--- src/rtl/temp_ctrl_pkg.sv ---
// Shared definitions for the temp register micro-sequencer:
// opcodes, instruction field positions, FSM state type and an operand helper.
package temp_ctrl_pkg;

  localparam logic [2:0] OP_NOP  = 3'd0;
  localparam logic [2:0] OP_LDI  = 3'd1;
  localparam logic [2:0] OP_INC  = 3'd2;
  localparam logic [2:0] OP_DEC  = 3'd3;
  localparam logic [2:0] OP_BRZ  = 3'd4;
  localparam logic [2:0] OP_BRN  = 3'd5;
  localparam logic [2:0] OP_JMP  = 3'd6;
  localparam logic [2:0] OP_HALT = 3'd7;

  localparam int unsigned OPC_HI = 7;
  localparam int unsigned OPC_LO = 5;
  localparam int unsigned OPR_W  = 5;

  typedef enum logic [1:0] {
    S_IDLE,
    S_FETCH,
    S_EXEC,
    S_HALTED
  } state_t;

  // LDI operand is a signed 5-bit immediate widened to the register width.
  function automatic logic [7:0] sext_operand(input logic [OPR_W-1:0] opr);
    return {{(8 - OPR_W){opr[OPR_W-1]}}, opr};
  endfunction

endpackage

--- src/rtl/temp_ctrl_sequencer_decoder.sv ---
// Combinational instruction decoder for temp_ctrl_sequencer.
// Ports:
//   imem_rdata        in  8  instruction word (opcode [7:5], operand [4:0])
//   negative/positive/zero in 1 temp register flags
//   do_load/do_inc/do_dec out 1 register action requested by the instruction
//   load_value        out 8  sign-extended LDI immediate
//   branch_taken      out 1  BRZ/BRN condition met, or JMP
//   is_halt           out 1  HALT instruction
module temp_ctrl_decoder
  import temp_ctrl_pkg::*;
(
  input  logic [7:0] imem_rdata,
  input  logic       negative,
  input  logic       positive,
  input  logic       zero,
  output logic       do_load,
  output logic       do_inc,
  output logic       do_dec,
  output logic [7:0] load_value,
  output logic       branch_taken,
  output logic       is_halt
);

  logic [2:0]       opcode;
  logic [OPR_W-1:0] operand;
  // No instruction branches on the positive flag; it is carried for completeness.
  logic             unused_positive;

  assign opcode          = imem_rdata[OPC_HI:OPC_LO];
  assign operand         = imem_rdata[OPR_W-1:0];
  assign load_value      = sext_operand(operand);
  assign unused_positive = positive;

  always_comb begin
    do_load      = 1'b0;
    do_inc       = 1'b0;
    do_dec       = 1'b0;
    branch_taken = 1'b0;
    is_halt      = 1'b0;
    case (opcode)
      OP_LDI:  do_load      = 1'b1;
      OP_INC:  do_inc       = 1'b1;
      OP_DEC:  do_dec       = 1'b1;
      OP_BRZ:  branch_taken = zero;
      OP_BRN:  branch_taken = negative;
      OP_JMP:  branch_taken = 1'b1;
      OP_HALT: is_halt      = 1'b1;
      default: ;
    endcase
  end

endmodule

--- src/rtl/temp_ctrl_sequencer.sv ---
// Micro-sequencer driving the 8-bit temp register from a synchronous ROM.
// Each instruction takes FETCH + EXEC; register pulses issue at the end of
// EXEC and are high for the following FETCH cycle only.
// Optional: `define SINGLE_STEP_EN adds a step input that gates FETCH->EXEC.
// Ports:
//   clk, reset_n (async active-low), start (restart from pc=0 in IDLE/HALTED)
//   imem_addr [PC_W-1:0] out = pc; imem_rdata [7:0] in, one cycle latency
//   negative/positive/zero in flags; load/increment/decrement out pulses
//   data [7:0] out load value (holds when load=0); busy, halted out status
module temp_ctrl_sequencer
  import temp_ctrl_pkg::*;
#(
  parameter int unsigned PC_W = 5
) (
  input  logic            clk,
  input  logic            reset_n,
  input  logic            start,
`ifdef SINGLE_STEP_EN
  input  logic            step,
`endif
  output logic [PC_W-1:0] imem_addr,
  input  logic [7:0]      imem_rdata,
  input  logic            negative,
  input  logic            positive,
  input  logic            zero,
  output logic            load,
  output logic            increment,
  output logic            decrement,
  output logic [7:0]      data,
  output logic            busy,
  output logic            halted
);

  state_t          state, state_nxt;
  logic [PC_W-1:0] pc, pc_nxt;
  logic            load_nxt, inc_nxt, dec_nxt;
  logic [7:0]      data_nxt;
  logic            fetch_go;

  logic            do_load, do_inc, do_dec, branch_taken, is_halt;
  logic [7:0]      load_value;

  temp_ctrl_decoder u_decoder (
    .imem_rdata   (imem_rdata),
    .negative     (negative),
    .positive     (positive),
    .zero         (zero),
    .do_load      (do_load),
    .do_inc       (do_inc),
    .do_dec       (do_dec),
    .load_value   (load_value),
    .branch_taken (branch_taken),
    .is_halt      (is_halt)
  );

`ifdef SINGLE_STEP_EN
  assign fetch_go = step;
`else
  assign fetch_go = 1'b1;
`endif

  always_comb begin
    state_nxt = state;
    pc_nxt    = pc;
    load_nxt  = 1'b0;
    inc_nxt   = 1'b0;
    dec_nxt   = 1'b0;
    data_nxt  = data;
    case (state)
      S_IDLE, S_HALTED: begin
        if (start) begin
          state_nxt = S_FETCH;
          pc_nxt    = '0;
        end
      end
      S_FETCH: begin
        if (fetch_go) state_nxt = S_EXEC;
      end
      S_EXEC: begin
        if (is_halt) begin
          state_nxt = S_HALTED;
        end else begin
          state_nxt = S_FETCH;
          pc_nxt    = branch_taken ? imem_rdata[PC_W-1:0] : pc + PC_W'(1);
          load_nxt  = do_load;
          inc_nxt   = do_inc;
          dec_nxt   = do_dec;
          if (do_load) data_nxt = load_value;
        end
      end
      default: state_nxt = S_IDLE;
    endcase
  end

  always_ff @(posedge clk or negedge reset_n) begin
    if (!reset_n) begin
      state     <= S_IDLE;
      pc        <= '0;
      load      <= 1'b0;
      increment <= 1'b0;
      decrement <= 1'b0;
      data      <= '0;
    end else begin
      state     <= state_nxt;
      pc        <= pc_nxt;
      load      <= load_nxt;
      increment <= inc_nxt;
      decrement <= dec_nxt;
      data      <= data_nxt;
    end
  end

  assign imem_addr = pc;
  assign busy      = (state == S_FETCH) || (state == S_EXEC);
  assign halted    = (state == S_HALTED);

endmodule

--- config.mk ---
export PLATFORM = sky130hd
export DESIGN_NAME = temp_ctrl_sequencer
export DESIGN_NICKNAME = d
export VERILOG_FILES = /design/src/rtl/temp_ctrl_pkg.sv /design/src/rtl/temp_ctrl_sequencer_decoder.sv /design/src/rtl/temp_ctrl_sequencer.sv
export SDC_FILE = /design/constraint.sdc
export NUM_CORES = 1
export LEC_CHECK = 0
export ABC_AREA = 1
export BUFFER_PORTS_ARGS = -buffer_cell sky130_fd_sc_hd__buf_2
export CAP_MARGIN = 10
export CORE_AREA = 2 2 78 50
export DETAILED_ROUTE_END_ITERATION = 12
export DIE_AREA = 0 0 80 52
export GPL_TIMING_DRIVEN = 1
export SYNTH_ARGS = -nofsm -noshare
export SYNTH_HDL_FRONTEND = slang
export SYNTH_HIERARCHICAL = 1
export SYNTH_SLANG_ARGS = --single-unit
--- constraint.sdc ---
create_clock -name clk -period 1.22 [get_ports clk]
set_input_delay 0.061 -clock clk [delete_from_list [all_inputs] [get_ports clk]]
set_output_delay 0.061 -clock clk [all_outputs]
set_load 0.05 [all_outputs]
# == Word-level counts from Yosys, hierarchy flattened ==
# Cells that the tools add are included.
# Widths: inputs -> output; s select.
# totals
latch_bits,0
input_bits,14
register_bits,15
output_inout_bits,18
mem_bits_ro,0
n_memories,0
wordCells,44
mem_bits_rw,0
# op_classes
shifts,0
div_mod_pow,0
bitwise,1
muxes,18
reduce_logical,6
eq_ne,12
addsub,1
n_mul,0
magnitude_cmp,0
# ops
op,n
$mux 5,3
$eq 3x3->1 const B,4
$mux 1,10
$pmux 5 s2,1
$eq 3x2->1 const B,2
$pmux 2 s3,1
$reduce_and 3->1,2
$add 5x1->5 const B,1
$eq 2x2->1 const B,2
$mux 2,2
$ne 2x2->1 const B,2
$eq 3x1->1 const B,1
$pmux 1 s3,1
$eq 2x1->1 const B,1
$logic_not 2->1,1
$reduce_bool 2->1,1
$reduce_or 2->1,1
$logic_or 1x1->1,1
$not 1->1,1

# == Depth between registers and ports, before layout ==
# Gate-level depths: netlist (run 1).
# logic_depth
word_depth,5
depth_mapped,9
ltp_nobuf,9

# == By module ==
# Netlist (run 1), hierarchy kept.
# by_module_without_submodules
mod,cells_per_inst,instances,area_each_um2,seq_area_each_um2
temp_ctrl_sequencer,106,1,874.6,450.4
temp_ctrl_decoder,22,1,118.9,0.0

# == Least setup slack after synthesis (run 1) ==
# OpenSTA, ideal clock, no wires.
# synth_timing
path_kind,register -> register
start,register state[0]
end,register pc[0] (netlist: imem_addr[0])
required_time_ps,1144
path_stages_with_launch,8
slack_ps,-272
arrival_time_ps,1415
path_buffers,0
synth_period_minus_slack_ps,1492
cell_sequence,dfrtp_1 -> inv_1 -> ha_1 -> inv_1 -> nand2_1 -> nand3_2 -> nand2_1 -> o21ai_1
# synth_between
elab_chain_cells,4
word_cells_on_any_way,9
classes_between,4 x eq/ne; 1 x mux; 4 x reduce/logical
# synth_rtl
item,line,rtl
"start, declared",temp_ctrl_sequencer.sv:34,"state_t state, state_nxt;"
"start signal, assigned",temp_ctrl_sequencer.sv:104,state <= state_nxt;
$eq 2x2->1 or $logic_not 2->1 (tied branches),temp_ctrl_sequencer.sv:69,case (state)
$reduce_or 2->1,temp_ctrl_sequencer.sv:69,
$ne 2x2->1 (no line) or $reduce_bool 2->1 (tied branches),n/a,
$reduce_and 3->1 (no line),n/a,
"end signal, assigned",temp_ctrl_sequencer.sv:105,pc <= pc_nxt;
"end, declared",temp_ctrl_sequencer.sv:35,"logic [PC_W-1:0] pc, pc_nxt;"
# Several ways; a longest one is shown, not always the timed one.
# A chain may end at the register's enable or synchronous reset.

# == Worst setup path after layout (run 1) ==
# layout_timing
start,register state[1]
end,output port busy
# layout_between
elab_chain_cells,2
word_cells_on_any_way,3
classes_between,2 x eq/ne; 1 x reduce/logical
# layout_rtl
item,line,rtl
$eq 2x1->1 or $eq 2x2->1 (tied branches),temp_ctrl_sequencer.sv:114,assign busy = (state == S_FETCH) || (state == S_EXEC);
$logic_or 1x1->1 (*),temp_ctrl_sequencer.sv:114,
"end, declared",temp_ctrl_sequencer.sv:30,"output logic busy,"
# Every way passes the cells marked *; elsewhere a longest branch is shown, timed or not.

==> results.json, run 1 <==
{
  "outcome": "complete, but fails checks",
  "violations": "setup timing",
  "max_stage_delay_ps": 420,
  "layout_min_cycle_time_ps": 1360,
  "avgSynthCellArea_um2": 7.76,
  "die_w_um": 80,
  "firstDrtPassIters": 4,
  "path_cells": "ha_4 > clkinvlp_4 > buf_6 > buf_8",
  "antenna_found_initial": 0,
  "ys_seq_area_share_pct": 45.3,
  "wirelength_mm": 2.31,
  "crit_required_ps": 1160,
  "crit_path_end_kind": "output port",
  "synthArstFlopShare_pct": 100,
  "fin_util_pct": 40.2,
  "pwr_density_cell_nw_per_um2": 2750,
  "fmax_mhz": 735,
  "dp_hpwl_mm": 1.61,
  "start_kind": "flop",
  "path_clk_slew_ps": 80,
  "synth_top_family_by_area": "simple AND/OR/NAND/NOR gates",
  "globalplace.congestion": 0.790,
  "hold_viol_final": 0,
  "synth_edf_count": 0,
  "path_buf_inv": 3,
  "h-tree-depth": 1,
  "synth_flop_cell": "dfrtp_1",
  "fin_hold_ws_ps": 17.8,
  "n_antenna_cell": 0,
  "crit_family": "flip-flops",
  "p_leak_nw": 0.794,
  "period_share_pct": 112,
  "clk_path_buf_depth": 2,
  "path_max_fanout": 2,
  "layout_commonest_cell": "nand2_1",
  "muxShareOfSynthArea_pct": 0,
  "rows": 17,
  "rsz0062_at_grt": "true",
  "grt_pass1_wl_mm": 3.53,
  "wire_per_inst_um": 10.8,
  "relSlewSlack_pct": 71.5,
  "vias": 891,
  "area_growth_pct": 41.2,
  "worstPathArrival_ps": 1300,
  "grt_max_degree": 19,
  "drv_slew": 0,
  "synth_compound_area_share_pct": 4.28,
  "grt_overflow": 0,
  "final_cell_mix": "nand2_1 (29), buf_2 (28), dfrtp_1 (18)",
  "die_area_um2": 4160,
  "route.detailed.drc": 0,
  "layout-drive-gt1-share_pct": 43.1,
  "grt.total_usage_pct": 11.3,
  "fin_ws_ps": -141,
  "synthAdderAreaFrac_pct": 5.04,
  "worst_path_max_delay_cell": "dfrtp_1",
  "initial_core_util_pct": 28.5,
  "yosys_warnings": 6,
  "finalPower_mw": 3.86,
  "core_area_um2": 3490,
  "drt_iter0_drc": 22,
  "synth_cell_types": 21,
  "criticalPathCategory": "flop to output port",
  "insertion_delay_ps": 260,
  "numPortBuffers": 30,
  "ys_ff_latch": 18,
  "cts_tree": "yes",
  "syn_area_um2": 993,
  "setup_viol": 11,
  "numCtsBuffers": 3,
  "drv_cap": 0,
  "num_io_pins": 32,
  "synth-simple-area-share_pct": 31.9,
  "syn_inst": 128,
  "worstHoldPathType": "input port to flop",
  "cts_root_buf": "clkbuf_8",
  "skew_ps": 5.94,
  "viasPerCell": 4.16,
  "fin_nets": 186,
  "die_h_um": 52,
  "grt_pass1_vias": 779,
  "vdd_drop_max_v": 0.00169,
  "syn_nets": 146,
  "synth_xor_area_share_pct": 0.882,
  "ant_nets": 0,
  "cts_sinks": 18,
  "tightest_slew_ps": 426
}
[tightest hold or removal path: stages]
cell and delay (ps):
buf_2 90, nand2_1 50, nand2_1 50
[through the flow]
| step | setup TNS, ps | worst slack [ps] | instances | instance area [um^2] |
|---|---|---|---|---|
| CTS | -680 | -148 | 209 | 1310 |
| floorplan | -1260 | -249 | 128 | 1010 |
| global placement | -64.4 | -19.0 | 203 | 1200 |
| finish | -790 | -141 | 214 | 1400 |
| detailed placement | -77.9 | -23.5 | 203 | 1200 |
| global route | -1890 | -190 | 214 | 1400 |
[sequential cells by signal, summed over array words and instances, names as in the netlist]
signal / flops
imem_addr: 5
load: 1
increment: 1
data: 8
decrement: 1
state: 2
[Yosys cell counts, types with 2 or more instances]
library cell  instances  share of area [%]
a21oi_1               2                1.0
buf_4                 8                6.0
dfrtp_1              18                 45
ha_1                  4                5.0
inv_1                13                4.9
inv_2                 2               0.76
nand2_1              44                 17
nand3_1               6                3.0
nand4_1               3                1.9
nor2_1               14                5.3
o21ai_0               2                1.0
o21ai_1               3                1.5
[final timing paths]
| path | slack (ps) | start | end | cells past startpoint |
|---|---|---|---|---|
| min reg2reg | 480 | data[0]$_DFFE_PN0P_ | data[0]$_DFFE_PN0P_ | 2 |
| max | -140 | state[1]$_DFFE_PN0P_ | busy | 4 |
| min | 20 | imem_rdata[3] | data[3]$_DFFE_PN0P_ | 3 |
| max reg2reg | -130 | state[1]$_DFFE_PN0P_ | imem_addr[0]$_DFFE_PN0P_ | 7 |
| min in group asynchronous | 260 | reset_n | data[3]$_DFFE_PN0P_ | 2 |
| max in group asynchronous | 660 | reset_n | data[0]$_DFFE_PN0P_ | 2 |
[metal layers]
layer  GRT usage, %  share of wire, %
met1           15.0                49
met2           17.8                45
met3           4.51               5.6
met4           1.69                 0
met5              0                 0
[repair_timing]
action,4_1_cts,5_1_grt
buffers inserted,1,3
hold buffers,1,0
pin swaps,2,5
gates cloned,0,2
setup endpoints to repair,7,17
endpoints found under the hold margin,18,0
resized for setup,10,20
[power breakdown]
group	internal [mW]	total, mW	switching, mW
combinational	0.804	2.36	1.55
sequential	0.820	1.00	0.180
clock	0.287	0.502	0.215
total	1.91	3.86	1.95
[cell type report]
type                       instances  area, um^2
inverter                          16        73.8
clock buffer                       4        55.1
tap                               47        58.8
timing repair inverter             1        6.26
fill                             356        2090
timing repair buffer              41         259
sequential                        18         450
multi-input combinational         87         499
[logic make-up after synthesis]
group                      Yosys count
adders and majority gates            4
and+or+nand+nor                     73
AOI/OAI and AO/OA                    8
buffers and inverters               24
xor gates and xnor gates             1
DFF                                 18
Note: power is estimated with default switching activity, not from simulation.
==> inputs of run 2 (changes only) <==
- BUFFER_PORTS_ARGS: -buffer_cell sky130_fd_sc_hd__buf_2 -> -buffer_cell sky130_fd_sc_hd__clkbuf_2
==> run 2 against run 1 <==
The run still ends with setup timing left; clock skew grew 1.4 ps; combinational power grew 8%; sequential power is essentially flat; clock-buffer cell count is the same; worst setup slack lost 16 ps; sequential share of layout area shrank 1.3 points; die area is the same; utilization grew 1.7 points; non-clock buffer count grew 5; cell count grew 2.3%; fmax shrank 1.2%; clock power shrank 3%; critical endpoint unchanged; highest routed layer is now met4.
==> results.json, run 2 (synthesis gave the netlist of run 1 again) <==
{
  "n_antenna_cell": 0,
  "die_area_um2": 4160,
  "min-delay-start": "imem_rdata[1]",
  "fin_ws_ps": -157,
  "grt_pass1_vias": 840,
  "dp_slack_ps": -19.1,
  "drt_iter0_drc": 23,
  "clk_path_buf_depth": 2,
  "wire_per_inst_um": 10.7,
  "fin_util_pct": 41.9,
  "p_leak_nw": 0.814,
  "pwr_density_cell_nw_per_um2": 2770,
  "ant_nets": 0,
  "layout-drive-gt1-share_pct": 44.8,
  "worstSetupStartpoint": "state[1]$_DFFE_PN0P_",
  "start_kind": "flop",
  "path_max_fanout": 2,
  "initial_core_util_pct": 28.5,
  "r2r_start": "state[1]$_DFFE_PN0P_",
  "rsz0062_at_grt": "true",
  "largest_register_ffs": 8,
  "outcome": "complete, but fails checks",
  "vdd_drop_max_v": 0.00103,
  "crit_path_end_kind": "output port",
  "criticalPathCategory": "flop to output port",
  "grt_pass1_wl_mm": 3.77,
  "insertion_delay_ps": 260,
  "final_cell_mix": "nand2_1 (29), clkbuf_2 (28), dfrtp_1 (18)",
  "fin_hold_ws_ps": 22.7,
  "antenna_found_initial": 0,
  "die_w_um": 80,
  "rows": 17,
  "violations": "setup timing",
  "numPortBuffers": 30,
  "path_clk_slew_ps": 70,
  "fin_nets": 191,
  "h-tree-depth": 1,
  "cts_sinks": 18,
  "route.detailed.drc": 0,
  "skew_ps": 7.38,
  "regMostFlops": "data",
  "relSlewSlack_pct": 69.8,
  "crit_required_ps": 1160,
  "core_area_um2": 3490,
  "die_h_um": 52,
  "viasPerCell": 4.17,
  "grt_max_degree": 19,
  "wirelength_mm": 2.35,
  "cts_root_buf": "clkbuf_8",
  "layout_min_cycle_time_ps": 1380,
  "worstPathArrival_ps": 1320,
  "worstHoldPathType": "input port to flop",
  "numCtsBuffers": 3,
  "vias": 914,
  "period_share_pct": 113,
  "drv_slew": 0,
  "setup_viol": 14,
  "grt.total_usage_pct": 12.0,
  "num_io_pins": 32,
  "hold_viol_final": 0,
  "dp_hpwl_mm": 1.58,
  "layout_commonest_cell": "nand2_1",
  "drv_cap": 0,
  "area_growth_pct": 47.0,
  "fmax_mhz": 726,
  "globalplace.congestion": 0.794,
  "grt_overflow": 0,
  "firstDrtPassIters": 4,
  "finalPower_mw": 4.04,
  "tightest_slew_ps": 453,
  "cts_tree": "yes"
}
-- run 2: per-layer routing --
layer / share of wire [%] / global-route usage, %
met2: 45 / 19.2
met3: 4.9 / 4.69
met5: 0 / 0
met1: 49 / 15.3
met4: 0.51 / 3.11
-- run 2: path summary, 6_finish.rpt --
kind	endpoint	slack (ps)	cells past startpoint
worst max-delay path	busy	-160	4
worst min-delay path	data[1]$_DFFE_PN0P_	20	3
worst max register to register	imem_addr[1]$_DFFE_PN0P_	-130	7
worst min register to register	data[0]$_DFFE_PN0P_	470	2
max in group asynchronous	decrement$_DFF_PN0_	620	2
min in group asynchronous	data[1]$_DFFE_PN0P_	280	2
-- run 2: per-stage QoR --
stage | cell area (um^2) | instances | setup TNS [ps]
global placement | 1220 | 205 | -13.7
floorplan | 1010 | 128 | -1260
global route | 1460 | 219 | -2000
finish | 1460 | 219 | -895
CTS | 1340 | 211 | -702
detailed placement | 1220 | 205 | -50.3
-- run 2: power breakdown --
group          leakage, nW  internal, mW  switching (mW)
combinational        0.548         0.934            1.61
clock               0.0288         0.287           0.202
sequential           0.238         0.821           0.182
total                0.814          2.04            2.00
-- run 2: cell type report --
cell class                      count  area [um^2]
Inverter                           16         71.3
Multi-Input combinational cell     87          509
Clock buffer                        4         55.1
Fill cell                         373         2030
Sequential cell                    18          450
Timing Repair Buffer               46          310
Timing Repair inverter              1         5.00
Tap cell                           47         58.8
-- run 2: timing repair --
| action | 4_1_cts | 5_1_grt |
|---|---|---|
| hold buffers | 1 | 0 |
| gates resized for setup | 9 | 21 |
| setup buffers | 1 | 6 |
| setup endpoints to repair | 7 | 17 |
| endpoints found under the hold margin | 18 | 0 |
| pin swaps | 2 | 8 |
| cloned | 0 | 2 |
-- run 2: worst max-delay path, cell delays in order, from the launching register on --
cell        delay, ps
dfrtp_1           410
ha_4              290
clkinvlp_4         80
buf_6             120
clkbuf_16         160
==> inputs of run 3 (changes only) <==
- CORE_AREA: 2 2 78 50 -> 2 2 72 54
- DIE_AREA: 0 0 80 52 -> 0 0 74 56
==> run 3 against run 2 <==
The run still ends with setup timing left; clock power barely moved; worst setup slack got worse by 7.6 ps; final area shrank 6.6%; critical endpoint unchanged; non-clock buffer count down 7; fmax decreased by 0.55%; sequential power about the same; largest cell class unchanged.
==> results.json, run 3 (synthesis gave the netlist of run 1 again) <==
{
  "fin_ws_ps": -165,
  "h-tree-depth": 1,
  "largest_register_ffs": 8,
  "regMostFlops": "data",
  "path_clk_slew_ps": 70,
  "path_cells": "inv_2 > ha_4 > clkinvlp_4 > buf_6 > clkbuf_16",
  "numCtsBuffers": 3,
  "final_cell_mix": "nand2_1 (37), clkbuf_2 (28), dfrtp_1 (18)",
  "cts_sinks": 18,
  "initial_core_util_pct": 29.2,
  "die_w_um": 74,
  "cts_tree": "yes",
  "worstPathArrival_ps": 1320,
  "vdd_drop_max_v": 0.000880,
  "tightest_slew_ps": 464,
  "criticalPathCategory": "flop to output port",
  "crit_family": "buffers and inverters",
  "path_max_fanout": 2,
  "fin_util_pct": 40.1,
  "core_area_um2": 3400,
  "grt_pass1_wl_mm": 3.55,
  "n_antenna_cell": 0,
  "insertion_delay_ps": 260,
  "fmax_mhz": 722,
  "cts_root_buf": "clkbuf_8",
  "drv_cap": 0,
  "route.detailed.drc": 0,
  "max_stage_delay_ps": 380,
  "grt_pass1_vias": 779,
  "rows": 18,
  "ant_nets": 0,
  "violations": "setup timing",
  "period_share_pct": 114,
  "crit_required_ps": 1160,
  "vias": 881,
  "multi_input_area_um2": 464,
  "globalplace.congestion": 0.741,
  "placedCellCount": 207,
  "final_cells": 215,
  "outcome": "complete, but fails checks",
  "setup_viol": 16,
  "wire_per_inst_um": 10.3,
  "fin_hold_ws_ps": 20.0,
  "fillers": 366,
  "die_area_um2": 4140,
  "rsz0062_at_grt": "true",
  "layout_commonest_cell": "nand2_1",
  "drv_slew": 0,
  "p_leak_nw": 0.754,
  "start_kind": "flop",
  "die_h_um": 56,
  "grt_overflow": 0,
  "stdcell_area_um2": 1360,
  "area_growth_pct": 37.3,
  "numPortBuffers": 30,
  "worstHoldPathType": "input port to flop",
  "firstDrtPassIters": 4,
  "fin_nets": 184,
  "wirelength_mm": 2.22,
  "antenna_found_initial": 0,
  "grt_max_degree": 19,
  "relSlewSlack_pct": 69.1,
  "viasPerCell": 4.10,
  "dp_hpwl_mm": 1.67,
  "grt.total_usage_pct": 11.3,
  "crit_path_end_kind": "output port",
  "pwr_density_cell_nw_per_um2": 2750,
  "hold_viol_final": 0,
  "dpl_cell_area_um2": 1210,
  "clk_path_buf_depth": 2,
  "layout_min_cycle_time_ps": 1380,
  "drt_iter0_drc": 34,
  "path_buf_inv": 4,
  "worst_path_max_delay_cell": "dfrtp_1",
  "finalPower_mw": 3.75,
  "layout-drive-gt1-share_pct": 37.6,
  "skew_ps": 2.15,
  "ff_latch_area_um2": 450,
  "num_io_pins": 32
}
[run 3: changes by cell type in the layout (fill, tap and decap cells not counted)]
cell | previous run | this run
ha_2 | 0 | 1
nand2_1 | 29 | 37
buf_6 | 2 | 1
inv_4 | 1 | 2
nand2_2 | 14 | 9
buf_4 | 13 | 7
nand2_4 | 4 | 1
clkinv_2 | 1 | 0
ha_4 | 2 | 1
[run 3: area by class of cell]
| cell class | count | area share, % |
|---|---|---|
| timing repair inverter | 1 | 0.459 |
| tap | 50 | 4.59 |
| timing repair buffer | 39 | 18.6 |
| sequential | 18 | 33.0 |
| multi-input combinational | 87 | 34.0 |
| clock buffer | 4 | 4.04 |
| inverter | 16 | 5.23 |
[run 3: report_power, final]
part	leakage (nW)	internal, mW	switching (mW)
logic	0.488	0.764	1.51
registers	0.238	0.820	0.166
clock network	0.0288	0.287	0.204
total	0.754	1.87	1.88
[run 3: per-stage QoR]
step	setup WS, ps	setup TNS, ps
6_report	-165	-545
5_1_grt	-199	-1390
4_1_cts	-165	-392
3_5_place_dp	-34.0	-105
3_3_place_gp	-9.51	-19.0
2_1_floorplan	-249	-1260
[run 3: what timing repair did]
| item | in CTS | in global routing |
|---|---|---|
| endpoints found under the setup margin | 8 | 17 |
| hold endpoints to repair | 18 | 0 |
| buffers inserted | 0 | 1 |
| pin swaps | 1 | 7 |
| cloned | 0 | 2 |
| hold buffers | 1 | 0 |
| gates resized for setup | 7 | 11 |
[run 3: worst paths after layout]
check                                startpoint                       end  slack, ps  cells past startpoint
setup / recovery           state[0]$_DFFE_PN0P_                      busy       -160                      5
hold / removal                    imem_rdata[2]       data[2]$_DFFE_PN0P_         20                      3
setup reg to reg           state[0]$_DFFE_PN0P_  imem_addr[3]$_DFFE_PN0P_        -70                      7
hold reg to reg             data[1]$_DFFE_PN0P_       data[1]$_DFFE_PN0P_        480                      2
max in group asynchronous               reset_n       data[1]$_DFFE_PN0P_        620                      2
min in group asynchronous               reset_n       data[4]$_DFFE_PN0P_        280                      2
[run 3: layer usage]
metal | wire length [um] | vias to the layer above | GRT usage [%]
li1 | - | 465 | -
met1 | 1070 | 386 | 14.7
met2 | 1010 | 25 | 17.1
met3 | 123 | 5 | 3.80
met4 | 22 | 0 | 4.68
met5 | 0 | - | 0
[run 3: worst reg2reg max path: cells and delay by family (launching register included)]
kind / cells / cell delay (ps)
simple gates: 5 / 550
flops: 1 / 400
fa+ha+maj: 1 / 210
buf+inv: 1 / 80
